## src/rtl/swi_debouncer_pkg.sv

```systemverilog
// Shared constants for the switch/display slice: bank widths and debounce depth,
// plus the counter-width helper used by every debounce instance.
package swi_debouncer_pkg;

  localparam int NBITS_TOP       = 8;
  localparam int NBITS_LEDR      = 10;
  localparam int NBITS_HEX       = 7;
  localparam int DEBOUNCE_CYCLES = 4;

  // Width needed to hold 0..stable; never below one bit.
  function automatic int cnt_width(input int stable);
    return (stable < 1) ? 1 : $clog2(stable + 1);
  endfunction

endpackage

```

## src/rtl/swi_debouncer_bit.sv

```systemverilog
// One switch: two-flop synchronizer, run-length counter, clean level flop and
// registered rise/fall pulses. 'update' flags the edge on which clean changes.
module debounce_bit
  import swi_debouncer_pkg::*;
#(
  parameter int   STABLE_CYCLES = DEBOUNCE_CYCLES,
  parameter logic RESET_VALUE   = 1'b0
) (
  input  logic clk_2,
  input  logic reset,
  input  logic swi_raw,
  output logic swi_clean,
  output logic rise,
  output logic fall,
  output logic update
);

  localparam int             CNT_W    = cnt_width(STABLE_CYCLES);
  localparam logic [CNT_W-1:0] CNT_LAST = CNT_W'(STABLE_CYCLES - 1);

  logic             s1_d, s1_q;
  logic             s2_d, s2_q;
  logic [CNT_W-1:0] cnt_d, cnt_q;
  logic             clean_d, clean_q;
  logic             rise_d, rise_q;
  logic             fall_d, fall_q;
  logic             accept;

  always_comb begin
    // NOTE: every signal gets a default first so no path through this block infers a latch.
    s1_d    = swi_raw;
    s2_d    = s1_q;
    cnt_d   = '0;
    clean_d = clean_q;
    accept  = 1'b0;
    // Any sample agreeing with the clean level falls through with cnt_d = 0.
    if (s2_q != clean_q) begin
      if (cnt_q == CNT_LAST) begin
        accept  = 1'b1;
        clean_d = s2_q;
      end else begin
        cnt_d = cnt_q + 1'b1;
      end
    end
    rise_d = accept & s2_q;
    fall_d = accept & ~s2_q;
  end

  // NOTE: the synchronizer flops are reset too, so release never looks like a switch edge.
  always_ff @(posedge clk_2 or posedge reset) begin
    if (reset) begin
      // NOTE: sequential state uses non-blocking assignments so s1 -> s2 shifts, not collapses.
      s1_q    <= RESET_VALUE;
      s2_q    <= RESET_VALUE;
      cnt_q   <= '0;
      clean_q <= RESET_VALUE;
      rise_q  <= 1'b0;
      fall_q  <= 1'b0;
    end else begin
      s1_q    <= s1_d;
      s2_q    <= s2_d;
      cnt_q   <= cnt_d;
      clean_q <= clean_d;
      rise_q  <= rise_d;
      fall_q  <= fall_d;
    end
  end

  assign swi_clean = clean_q;
  assign rise      = rise_q;
  assign fall      = fall_q;
  assign update    = accept;

endmodule

```

## src/rtl/swi_debouncer.sv

```systemverilog
// Switch-bank debouncer: one independent debounce_bit per switch plus a
// registered 'changed' flag aligned with the rise/fall pulses.
module swi_debouncer
  import swi_debouncer_pkg::*;
#(
  parameter int               NBITS         = NBITS_TOP,
  parameter int               STABLE_CYCLES = DEBOUNCE_CYCLES,
  parameter logic [NBITS-1:0] RESET_VALUE   = '0
) (
  input  logic             clk_2,
  input  logic             reset,
  input  logic [NBITS-1:0] swi_raw,
  output logic [NBITS-1:0] swi_clean,
  output logic [NBITS-1:0] rise,
  output logic [NBITS-1:0] fall,
  output logic             changed
);

  logic [NBITS-1:0] update;
  logic             changed_d, changed_q;

  for (genvar i = 0; i < NBITS; i++) begin : g_bit
    debounce_bit #(
      .STABLE_CYCLES (STABLE_CYCLES),
      .RESET_VALUE   (RESET_VALUE[i])
    ) u_bit (
      .clk_2     (clk_2),
      .reset     (reset),
      .swi_raw   (swi_raw[i]),
      .swi_clean (swi_clean[i]),
      .rise      (rise[i]),
      .fall      (fall[i]),
      .update    (update[i])
    );
  end

  // Reduced from the pre-register accept flags so it lands with the pulses.
  always_comb changed_d = |update;

  always_ff @(posedge clk_2 or posedge reset) begin
    if (reset) changed_q <= 1'b0;
    else       changed_q <= changed_d;
  end

  assign changed = changed_q;

endmodule
```

## config.mk

```make
export PLATFORM = sky130hd
export DESIGN_NAME = swi_debouncer
export DESIGN_NICKNAME = d
export VERILOG_FILES = /design/src/rtl/swi_debouncer_pkg.sv /design/src/rtl/swi_debouncer_bit.sv /design/src/rtl/swi_debouncer.sv
export SDC_FILE = /design/constraint.sdc
export NUM_CORES = 1
export LEC_CHECK = 0
export BUFFER_PORTS_ARGS = -buffer_cell sky130_fd_sc_hd__buf_2
export CORE_MARGIN = 8
export CORE_UTILIZATION = 51
export CTS_BUF_LIST = sky130_fd_sc_hd__clkbuf_4 sky130_fd_sc_hd__clkbuf_8
export DETAILED_ROUTE_END_ITERATION = 16
export PLACE_DENSITY = 0.77
export REMOVE_ABC_BUFFERS = 1
export SYNTH_ARGS = -nofsm -noshare
export SYNTH_HDL_FRONTEND = slang
export SYNTH_SLANG_ARGS = --single-unit
```

## constraint.sdc

```tcl
create_clock -name clk_2 -period 2.7 [get_ports clk_2]
set_clock_uncertainty 0.15 [all_clocks]
set_input_delay 0.54 -clock clk_2 [delete_from_list [all_inputs] [get_ports clk_2]]
set_output_delay 0.54 -clock clk_2 [all_outputs]
set_load 0.02 [all_outputs]
```

* After elaboration in Yosys (flattened, before gate mapping) *
Index checks and enable logic that the tools add are counted.

storage, ports and cells
  output and inout port bits = 25
  flip-flop bits (word level) = 65
  input bits = 10
  word-level logic and storage cells = 138

operators by class
  reductions and logical operators = 9
  mux-type cells = 32
  equal/unequal tests = 16
  bitwise operators = 24
  add/subtract/negate cells = 8

operators with widths
  kind                 number
  $mux 3               16
  $add 3x1->3 const B  8
  $eq 3x2->1 const B   8
  $and 1x1->1          16
  $mux 1               16
  $reduce_and 2->1     8
  $ne 1x1->1           8
  $not 1->1            8
  $reduce_or 8->1      1

* Logic depth before layout (Yosys ltp) *
Gate-level depths: netlist of the first run.

  depth in word-level cells = 4
  mapped depth = 5
  depth with buffers taken out = 5

* Cells and area by module *
A second synthesis of the first run with hierarchy kept.

second synthesis, totals
  cell total of the unflattened synthesis = 157
  area total of the unflattened synthesis = 2,387.3 um^2

modules (own cells, without submodules)
  module         sequential area each (um^2)  cells an instance  instances  area each (um^2)
  debounce_bit   200.2                        19                 8          292.8
  swi_debouncer  25.0                         5                  1          45.0

* Worst setup path before layout of the first run *
Ideal clock, no wire load.

  kind = register to register
  from = reg g_bit[4].u_bit.cnt_q[0]
  to = reg g_bit[4].u_bit.clean_q
  clock period less this slack = 1,308 ps
  setup time = 128 ps
  path buffers = 0
  arrival time = 1,030 ps
  required time = 2,422 ps
  setup slack = 1,392 ps
  cell stages (with the launch flop) = 4
  path through = dfrtp_1 > ha_1 > nand2b_1 > mux2_1

on the way
  cells in the longest elaborated chain, start to end = 2

RTL lines
  element                            RTL line                 RTL
  start, declared                    swi_debouncer_bit.sv:23  logic [CNT_W-1:0] cnt_d, cnt_q;
  start signal, assigned             swi_debouncer_bit.sv:62  cnt_q <= cnt_d;
  $eq 3x2->1                         swi_debouncer_bit.sv:38  if (cnt_q == CNT_LAST) begin
  $reduce_and 2->1 (no source line)  -
  end signal, assigned               swi_debouncer_bit.sv:63  clean_q <= clean_d;
  end, declared                      swi_debouncer_bit.sv:24  logic clean_d, clean_q;

No other way between the ends.
A chain may end at the register's enable or synchronous reset.

* Final worst setup path of the first run *
  from = reg g_bit[6].u_bit.clean_q
  to = out swi_clean[6]

RTL lines
  element                 RTL line                 RTL
  start, declared         swi_debouncer_bit.sv:24
  start signal, assigned  swi_debouncer_bit.sv:63
  end, declared           swi_debouncer.sv:13      output logic [NBITS-1:0] swi_clean,

No word-level cell between the ends.

==> results of run 1 <==
layout make-up:
class                           count  area, um^2
Fill cell                         389        1950
Sequential cell                    65        1630
Multi-Input combinational cell     89         706
Timing Repair Buffer               36         185
Clock buffer                       12         159
Tap cell                           67        83.8
Clock inverter                      3        40.0
Inverter                            1        3.75
registers in the layout, summed over array words and instances (netlist names):
name                   cells
g_bit.u_bit.rise           8
g_bit.u_bit.s2_q           8
g_bit.u_bit.s1_q           8
g_bit.u_bit.fall           8
g_bit.u_bit.swi_clean      8
changed                    1
g_bit.u_bit.cnt_q         24
worst max path at each step:
stage          cells after the start                       endpoint
2_1_floorplan                      1              changed$_DFF_PP0_
3_3_place_gp                       3  g_bit[5].u_bit.fall$_DFF_PP0_
3_5_place_dp                       3  g_bit[5].u_bit.rise$_DFF_PP0_
4_1_cts                            1                   swi_clean[1]
5_1_grt                            1                   swi_clean[1]
6_report                           1                   swi_clean[6]
cell usage in the layout (no fill, tap or decap), types with 3 or more instances in the layout:
cell      instances
and3_1            3
buf_2            34
clkbuf_8         11
dfrtp_1          65
ha_1              8
mux2_1            6
nand2_1           9
nand2b_1          9
nor2_1            4
nor2b_1           5
nor3b_1          28
xnor2_1           3
xnor2_2           4
xor2_1            3
power by group:
| part | internal [mW] | switching (mW) | total (mW) |
|---|---|---|---|
| Sequential | 1.16 | 0.148 | 1.31 |
| Clock | 0.479 | 0.335 | 0.814 |
| Combinational | 0.294 | 0.358 | 0.652 |
| Total | 1.93 | 0.841 | 2.78 |
kinds of logic (layout without fill, tap and decap cells):
group	count (synthesis)	after routing	synth area share
xor+xnor	10	10	0.0467
simple gates	61	61	0.153
flops	65	65	0.646
fa+ha+maj	8	8	0.0398
compound gates	4	4	0.0144
mux	6	6	0.0269
buf+inv	25	52	0.0731
per-layer routing:
| layer | GRT usage | share of wire |
|---|---|---|
| met3 | 0.0416 | 0.066 |
| met5 | 0 | 0 |
| met1 | 0.123 | 0.45 |
| met2 | 0.163 | 0.46 |
| met4 | 0.0845 | 0.030 |
stage by stage:
step                      cell area, um^2  total power, mW  instances
after global routing                 2800             2.97        273
after global placement               2610             1.97        258
final                                2800             2.78        273
after floorplan                      2340             1.79        155
after CTS                            2800             2.82        273
after detailed placement             2610             2.00        258
==> run_results.csv, run 1 <==
group,metric,value,unit
run_status,status,"finished clean",
sta,finalCriticalPeriod,1680,ps
critical_path,crit_type,"reg2out",
sta,fin_hold_ws,143,ps
logic_synthesis,synth-seq-cells,65,
placement,dp_slack,1170,ps
critical_path,crit_buf_inv,1,
critical_path,crit_start,"g_bit[6].u_bit.swi_clean$_DFFE_PP0P_",
sta,rsz0062_at_grt,"no",
floorplan,num_rows,25,
critical_path,cp-start-kind,"flop",
critical_path,slowest_delay,440,ps
clock_tree,ctsLongestPathBuffers,2,
power,p_leak,1.40,nW
critical_path,cpMaxStageDelayCell,"dfrtp_1",
floorplan,start_util,0.529,
sta,finalSetupViolations,0,
cells_and_area,antennaDiodeCount,0,
clock_tree,clk_latency,330,ps
sta,setup_tns,0,ps
critical_path,cp_max_fo,5,
critical_path,endpoint_kind,"primary output",
critical_path,crit_chain,"buf_2",
floorplan,die-area,0.00744,mm^2
cells_and_area,drive_gt1_frac,0.277,
sta,timing.fmax,597,MHz
drt,drc,0,
global_routing,grt.overflow.total,0,
clock_tree,htreeDepth,3,
sta,fin_ws,1020,ps
placement,hpwl,2470,um
critical_path,cpLargestDelayFamily,"flip-flops",
logic_synthesis,synthesis.area,0.00252,mm^2
sta,tightest_slew,646,ps
drt,vias,1262,
logic_synthesis,ys_top_cells_by_count,"65 x dfrtp_1, 28 x nor3b_1, 24 x buf_4",
power,power_density,990,mW/mm^2
floorplan,floorplan.die.width,86.2,um
floorplan,core_region_area,0.00475,mm^2
drt,first_iter_violations,49,
critical_path,rrSetupSlack,1290,ps
drt,vias_per_cell,4.62,
power,vdd_ir_drop_max,476,uV
cells_and_area,nets,220,
logic_synthesis,yosysSeqAreaShare,0.646,
logic_synthesis,yosys_warnings,0,
clock_tree,tritoncts,"yes",
floorplan,die_h,86.2,um
clock_tree,cts_hold_buffers,0,
placement,gp_congestion,0.663,
sta,period_share,0.621,
critical_path,reg2reg_from,"g_bit[4].u_bit.cnt_q[0]$_DFF_PP0_",
clock_tree,cts_buffers,9,
drt,wl,3490,um
logic_synthesis,synth_area_leaders,"dfrtp_1 65%, nor3b_1 8.4%, buf_4 7.2%",
critical_path,r2r-end,"changed$_DFF_PP0_",
run,maxCapViolCount,0,
sta,finalMaxSlewViolations,0,
clock_tree,cts_root_buf,"clkbuf_8",
drt,postRouteAntennaNets,0,
floorplan,design.portCount,35,
logic_synthesis,synth-edff-count,0,
logic_synthesis,synth_flop_cell,"dfrtp_1",
sta,relSlewSlack,0.569,
critical_path,cp_data_required_time,2010,ps
clock_tree,cts_sinks,65,
clock_tree,cts.repair.resized,0,
logic_synthesis,syn_area_per_cell,14.1,um^2
global_routing,grt_pass1_vias,1366,
sta,hold_viol_final,0,
min_path,min_path_type,"in2async",
drt,dr.pass1.iters,4,
global_routing,grt_pass1_wl,6150,um
logic_synthesis,synth-async-reset-ratio,1.00,
clock_tree,post_cts_buffers,0,
cells_and_area,postLayoutCoreUtil,0.590,
critical_path,reg2reg_depth,5,
logic_synthesis,synthCells,179,
global_routing,antenna_found_initial,0,
clock_tree,clk_pin_slew,70,ps
logic_synthesis,synth_largest_area_cell,"dfrtp_1",
logic_synthesis,yosysTopAreaCellShare,0.646,
logic_synthesis,yosys.cell_types.count,19,
global_routing,grt_start_max_net_pins,33,
placement,port_buffers,34,
drt,wl_per_cell,12.8,um
critical_path,cp.arrival,990,ps
global_routing,grt_usage,0.109,
cells_and_area,area_growth,11.4,%
logic_synthesis,yosysMostFrequentCell,"dfrtp_1",
Power figures use the tool's default switching activity.
==> run 2: changes to the inputs <==
PLACE_DENSITY = 0.8   (was 0.77)
clock period = 1.4 ns   (was 2.7 ns; I/O delays follow)
==> run 2 against run 1 <==
  * Total power is 130% higher
  * Core utilization is 8.0 points higher
  * Routed wire length is 14% higher
  * Sequential power is 89% higher
  * Setup slack worse by 1000 ps
  * Global-route usage is 1.2 points higher
  * Worst hold slack better by 55 ps
  * Sequential cell count stayed put
  * Cell area is 14% higher
  * Clock-buffer cell count is 1 lower
  * Via count is 12% higher
==> run_results.csv, run 2 (same netlist as run 1, synthesis figures left out) <==
group,metric,value,unit
global_routing,grt_usage,0.121,
sta,finalMaxSlewViolations,0,
power,vdd_ir_drop_max,1220,uV
critical_path,reg2reg_from,"g_bit[7].u_bit.cnt_q[0]$_DFF_PP0_",
cells_and_area,nets,251,
placement,hpwl,2610,um
critical_path,cp_data_required_time,970,ps
floorplan,die_h,86.2,um
sta,timing.fmax,716,MHz
floorplan,core_region_area,0.00475,mm^2
cells_and_area,drive_gt1_frac,0.366,
global_routing,grt_pass1_wl,6960,um
cells_and_area,registers.top_by_ff_count,"g_bit.u_bit.cnt_q",
min_path,whs_path_depth,0,
drt,wl,3980,um
critical_path,worst-path-stages,2,
critical_path,crit_buf_inv,2,
global_routing,grt.overflow.total,0,
cells_and_area,largest_reg_flops,24,
critical_path,cpMaxStageDelayCell,"dfrtp_1",
clock_tree,ctsLongestPathBuffers,2,
critical_path,cpLargestDelayFamily,"flip-flops",
drt,vias,1411,
sta,hold_viol_final,0,
power,clock_power_share,0.300,
clock_tree,cts_sinks,65,
drt,first_iter_violations,57,
drt,dr.pass1.iters,4,
clock_tree,htreeDepth,3,
drt,drc,0,
global_routing,grt_start_max_net_pins,66,
critical_path,endpoint_kind,"primary output",
sta,tightest_slew,323,ps
cells_and_area,final_common_cell,"dfrtp_1",
drt,wl_per_cell,13.0,um
power,p_leak,1.59,nW
sta,rsz0062_at_grt,"yes",
global_routing,antenna_found_initial,0,
floorplan,start_util,0.529,
power,p_comb_frac,0.306,
sta,finalCriticalPeriod,1400,ps
sta,relSlewSlack,0.785,
critical_path,cp-start-kind,"flop",
cells_and_area,layout_common_cells,"63 x dfrtp_1, 30 x buf_2, 28 x nor3b_1, 21 x buf_4",
placement,gp_congestion,0.715,
floorplan,die-area,0.00744,mm^2
floorplan,floorplan.die.width,86.2,um
clock_tree,cts_buffers,9,
critical_path,crit_chain,"buf_6 -> buf_6",
power,power.switching,1.78,mW
clock_tree,clk_latency,330,ps
critical_path,cp_common_cell,"buf_6",
critical_path,cp.arrival,970,ps
cells_and_area,area_growth,26.6,%
power,p_int,4.50,mW
critical_path,slowest_delay,390,ps
run_status,status,"finished clean",
run,maxCapViolCount,0,
min_path,min_from,"g_bit[2].u_bit.s1_q$_DFF_PP0_",
min_path,min_path_type,"reg2reg",
clock_tree,clk_pin_slew,70,ps
sta,finalSetupViolations,0,
floorplan,num_rows,25,
cells_and_area,antennaDiodeCount,0,
floorplan,design.portCount,35,
power,seq_power_share,0.394,
power,switching_share,0.283,
placement,port_buffers,34,
critical_path,reg2reg_depth,3,
sta,setup_tns,0,ps
critical_path,cp_max_fo,5,
drt,vias_per_cell,4.63,
critical_path,crit_type,"reg2out",
clock_tree,tritoncts,"yes",
clock_tree,cts_root_buf,"clkbuf_8",
power,p_total,6.27,mW
power,power_density,1970,mW/mm^2
critical_path,crit_start,"g_bit[4].u_bit.swi_clean$_DFFE_PP0P_",
global_routing,grt_pass1_vias,1478,
drt,postRouteAntennaNets,0,
sta,period_share,0.997,
-- run 2: cell types whose count changed in the layout (fill, tap and decap cells not counted), sizes merged --
| cell | before | now |
|---|---|---|
| bufinv | 1 | 3 |
| buf | 36 | 58 |
| dlygate4sd3 | 0 | 9 |
| clkbuf | 12 | 11 |
-- run 2: worst register-to-register path, delay by kind of cell (launching register included) --
| family | cells | cell delay (ps) |
|---|---|---|
| mux | 1 | 350 |
| flops | 1 | 380 |
| simple gates | 1 | 140 |
| fa+ha+maj | 1 | 210 |
-- run 2: cell type report --
cell class                      instances  area [um^2]
Sequential cell                        65         1630
Multi-Input combinational cell         89          739
Fill cell                             345         1570
Timing Repair Buffer                   67          485
Inverter                                1         3.75
Tap cell                               67         83.8
Clock buffer                           11          139
Clock inverter                          5          104
-- run 2: path summary, 6_finish.rpt --
path,end,slack (ps)
max in group asynchronous,g_bit[1].u_bit.swi_clean$_DFFE_PP0P_,410
min in group asynchronous,g_bit[5].u_bit.s2_q$_DFF_PP0_,420
hold reg to reg,g_bit[2].u_bit.s2_q$_DFF_PP0_,200
setup / recovery,swi_clean[4],4
setup reg to reg,g_bit[7].u_bit.swi_clean$_DFFE_PP0P_,50
hold / removal,g_bit[2].u_bit.s2_q$_DFF_PP0_,200
-- run 2: timing repair --
item,4_1_cts,5_1_grt
hold buffers,9,0
buffers inserted,7,4
hold endpoints to repair,73,0
resized for setup,8,9
cloned,0,0
endpoints found under the setup margin,7,11
-- run 2: metrics by stage --
step | cells | utilization | hold slack (ps) | setup WS (ps) | area (um^2)
2_1_floorplan | 155 | - | 161 | -656 | 2340
3_3_place_gp | 269 | 0.568 | 182 | 69.0 | 2700
3_5_place_dp | 269 | 0.568 | 185 | 1.67 | 2700
4_1_cts | 301 | 0.654 | 200 | -8.98 | 3110
5_1_grt | 305 | 0.670 | 206 | -36.6 | 3180
6_report | 305 | 0.670 | 198 | 3.59 | 3180
-- run 2: layer usage --
| metal | GRT usage | wire length (um) |
|---|---|---|
| met5 | 0 | 0 |
| met4 | 0.0516 | 59 |
| met3 | 0.0529 | 233 |
| met2 | 0.191 | 2060 |
| met1 | 0.141 | 1630 |
-- run 2: power groups by stage --
stage | clock [mW] | sequential, mW | combinational, mW
final | 1.88 | 2.47 | 1.92
after global routing | 2.03 | 2.51 | 2.11
after CTS | 1.94 | 2.47 | 1.75
after detailed placement | 0 | 2.53 | 1.50
after global placement | 0 | 2.51 | 1.45
after floorplan | 0 | 2.71 | 0.748
==> run 3: changes to the inputs <==
CORE_UTILIZATION = 50   (was 51)
CTS_BUF_LIST = sky130_fd_sc_hd__clkbuf_4 sky130_fd_sc_hd__clkbuf_8 sky130_fd_sc_hd__clkbuf_16   (was sky130_fd_sc_hd__clkbuf_4 sky130_fd_sc_hd__clkbuf_8)
PLACE_DENSITY = 0.79   (was 0.8)
==> run 3 against run 2 <==
  * The flow now finishes with violations (setup timing)
  * Combinational power barely moved
  * Fmax fell by 0.61%
  * Clock power fell by 16%
  * Largest power group unchanged
  * Sequential cell count did not move
  * Non-clock buffer count rose by 3
  * Critical endpoint is now swi_clean[7]
  * Worst hold slack barely moved
  * Sequential power barely moved
  * Sequential share of layout area rose by 0.43 points
  * Final cell count rose by 1.6%
  * Total power fell by 4.7%
  * Global-route usage fell by 0.47 points
  * Register-to-register slack barely moved
==> run_results.csv, run 3 (same netlist as run 1, synthesis figures left out) <==
group,metric,value,unit
sta,relSlewSlack,0.746,
critical_path,endpoint_kind,"primary output",
placement,dp_slack,0.907,ps
critical_path,slowest_delay,400,ps
cells_and_area,fillCellCount,384,
global_routing,grt_pass1_vias,1482,
sta,finalMaxSlewViolations,0,
critical_path,rrSetupSlack,40,ps
clock_tree,tritoncts,"yes",
drt,wl,3920,um
critical_path,crit_type,"reg2out",
critical_path,worst-path-stages,2,
critical_path,crit_start,"g_bit[7].u_bit.swi_clean$_DFFE_PP0P_",
power,vdd_ir_drop_max,1000,uV
cells_and_area,nets,254,
floorplan,design.portCount,35,
drt,first_iter_violations,49,
run_status,violations,"setup timing",
cells_and_area,area_growth,25.5,%
global_routing,grt_start_max_net_pins,66,
clock_tree,cts_buffers,9,
sta,setup_tns,-4.92,ps
sta,period_share,1.00,
placement,gp_congestion,0.707,
power,p_leak,1.57,nW
critical_path,cp-start-kind,"flop",
drt,postRouteAntennaNets,0,
clock_tree,cts_sinks,65,
floorplan,die_h,86.9,um
critical_path,crit_chain,"buf_6 -> buf_6",
critical_path,cp_common_cell,"buf_6",
cells_and_area,drive_gt1_frac,0.367,
clock_tree,cts_root_buf,"clkbuf_8",
global_routing,grt.overflow.total,0,
critical_path,cp_data_required_time,970,ps
clock_tree,clk_pin_slew,60,ps
placement,hpwl,2590,um
drt,vias_per_cell,4.60,
sta,rsz0062_at_grt,"yes",
cells_and_area,antennaDiodeCount,0,
power,power_density,1890,mW/mm^2
sta,tightest_slew,378,ps
sta,fin_ws,-4.92,ps
floorplan,num_rows,26,
sta,hold_viol_final,0,
floorplan,floorplan.die.width,86.9,um
cells_and_area,registers.top_by_ff_count,"g_bit.u_bit.cnt_q",
floorplan,start_util,0.506,
critical_path,reg2reg_depth,5,
critical_path,cpMaxStageDelayCell,"dfrtp_1",
placement,port_buffers,34,
cells_and_area,final_common_cell,"dfrtp_1",
drt,drc,0,
sta,finalSetupViolations,1,
critical_path,critPathCapture,"swi_clean[7]",
global_routing,grt_usage,0.117,
min_path,min_path_type,"reg2reg",
sta,timing.fmax,712,MHz
sta,fin_hold_ws,198,ps
run,maxCapViolCount,0,
drt,vias,1427,
critical_path,r2r-end,"changed$_DFF_PP0_",
global_routing,grt_pass1_wl,6600,um
clock_tree,clk_latency,330,ps
critical_path,crit_buf_inv,2,
run_status,status,"finished, violations left",
floorplan,core_region_area,0.00498,mm^2
drt,wl_per_cell,12.7,um
floorplan,die-area,0.00756,mm^2
clock_tree,htreeDepth,3,
critical_path,cp.arrival,970,ps
cells_and_area,layout_common_cells,"63 x dfrtp_1, 29 x buf_2, 28 x nor3b_1, 23 x buf_4, 11 x clkbuf_8",
global_routing,antenna_found_initial,0,
critical_path,cpLargestDelayFamily,"flip-flops",
sta,finalCriticalPeriod,1400,ps
drt,dr.pass1.iters,4,
cells_and_area,largest_reg_flops,24,
critical_path,reg2reg_from,"g_bit[3].u_bit.cnt_q[0]$_DFF_PP0_",
critical_path,cp_max_fo,2,
clock_tree,ctsLongestPathBuffers,2,
power,p_total,5.98,mW
-- run 3: cell types whose count changed in the layout (fill, tap and decap cells not counted), sizes merged --
cell | before | now
buf | 58 | 61
bufinv | 3 | 1
clkbuf | 11 | 12
-- run 3: cell type report --
type                    count  area (um^2)  share of cell area
clock inverters             3         40.0              0.0127
flip-flops and latches     65         1630               0.516
inverters                   1         3.75             0.00119
clock buffers              12          159              0.0503
well taps                  70         87.6              0.0277
multi-input cells          89          721               0.228
repair buffers             70          518               0.164
-- run 3: power by group --
part           internal, mW  leakage (nW)  switching, mW
combinational          1.06         0.628          0.879
sequential             2.25         0.835          0.229
clock                 0.923         0.106          0.646
-- run 3: through the flow --
| step | std cells | cell area [um^2] | utilization |
|---|---|---|---|
| 6_report | 310 | 3160 | 0.634 |
| 5_1_grt | 310 | 3160 | 0.634 |
| 4_1_cts | 307 | 3120 | 0.626 |
| 3_5_place_dp | 274 | 2720 | 0.546 |
| 3_3_place_gp | 274 | 2720 | 0.546 |
| 2_1_floorplan | 155 | 2340 | - |
-- run 3: how the worst min path moves through the flow --
| stage | slack (ps) | end | depth (start not counted) | from |
|---|---|---|---|---|
| finish | 200 | g_bit[1].u_bit.s2_q$_DFF_PP0_ | 0 | g_bit[1].u_bit.s1_q$_DFF_PP0_ |
| global route | 210 | g_bit[1].u_bit.s2_q$_DFF_PP0_ | 0 | g_bit[1].u_bit.s1_q$_DFF_PP0_ |
| CTS | 200 | g_bit[1].u_bit.s2_q$_DFF_PP0_ | 0 | g_bit[1].u_bit.s1_q$_DFF_PP0_ |
| detailed placement | 190 | g_bit[1].u_bit.s2_q$_DFF_PP0_ | 0 | g_bit[1].u_bit.s1_q$_DFF_PP0_ |
| global placement | 180 | g_bit[5].u_bit.s2_q$_DFF_PP0_ | 0 | g_bit[5].u_bit.s1_q$_DFF_PP0_ |
| floorplan | 160 | g_bit[0].u_bit.s1_q$_DFF_PP0_ | 0 | swi_raw[0] |
-- run 3: metal layers --
| layer | vias to the layer above | track usage | share of wire |
|---|---|---|---|
| li1 | 696 | - | - |
| met1 | 691 | 0.129 | 0.42 |
| met2 | 31 | 0.178 | 0.49 |
| met3 | 9 | 0.0500 | 0.065 |
| met4 | 0 | 0.0798 | 0.026 |
| met5 | - | 0 | 0 |
-- run 3: timing repair --
item	CTS	global route
buffers inserted	9	3
hold endpoints to repair	73	0
gates resized for setup	12	7
setup endpoints to repair	7	9
pin swaps	1	1
hold buffers	9	0
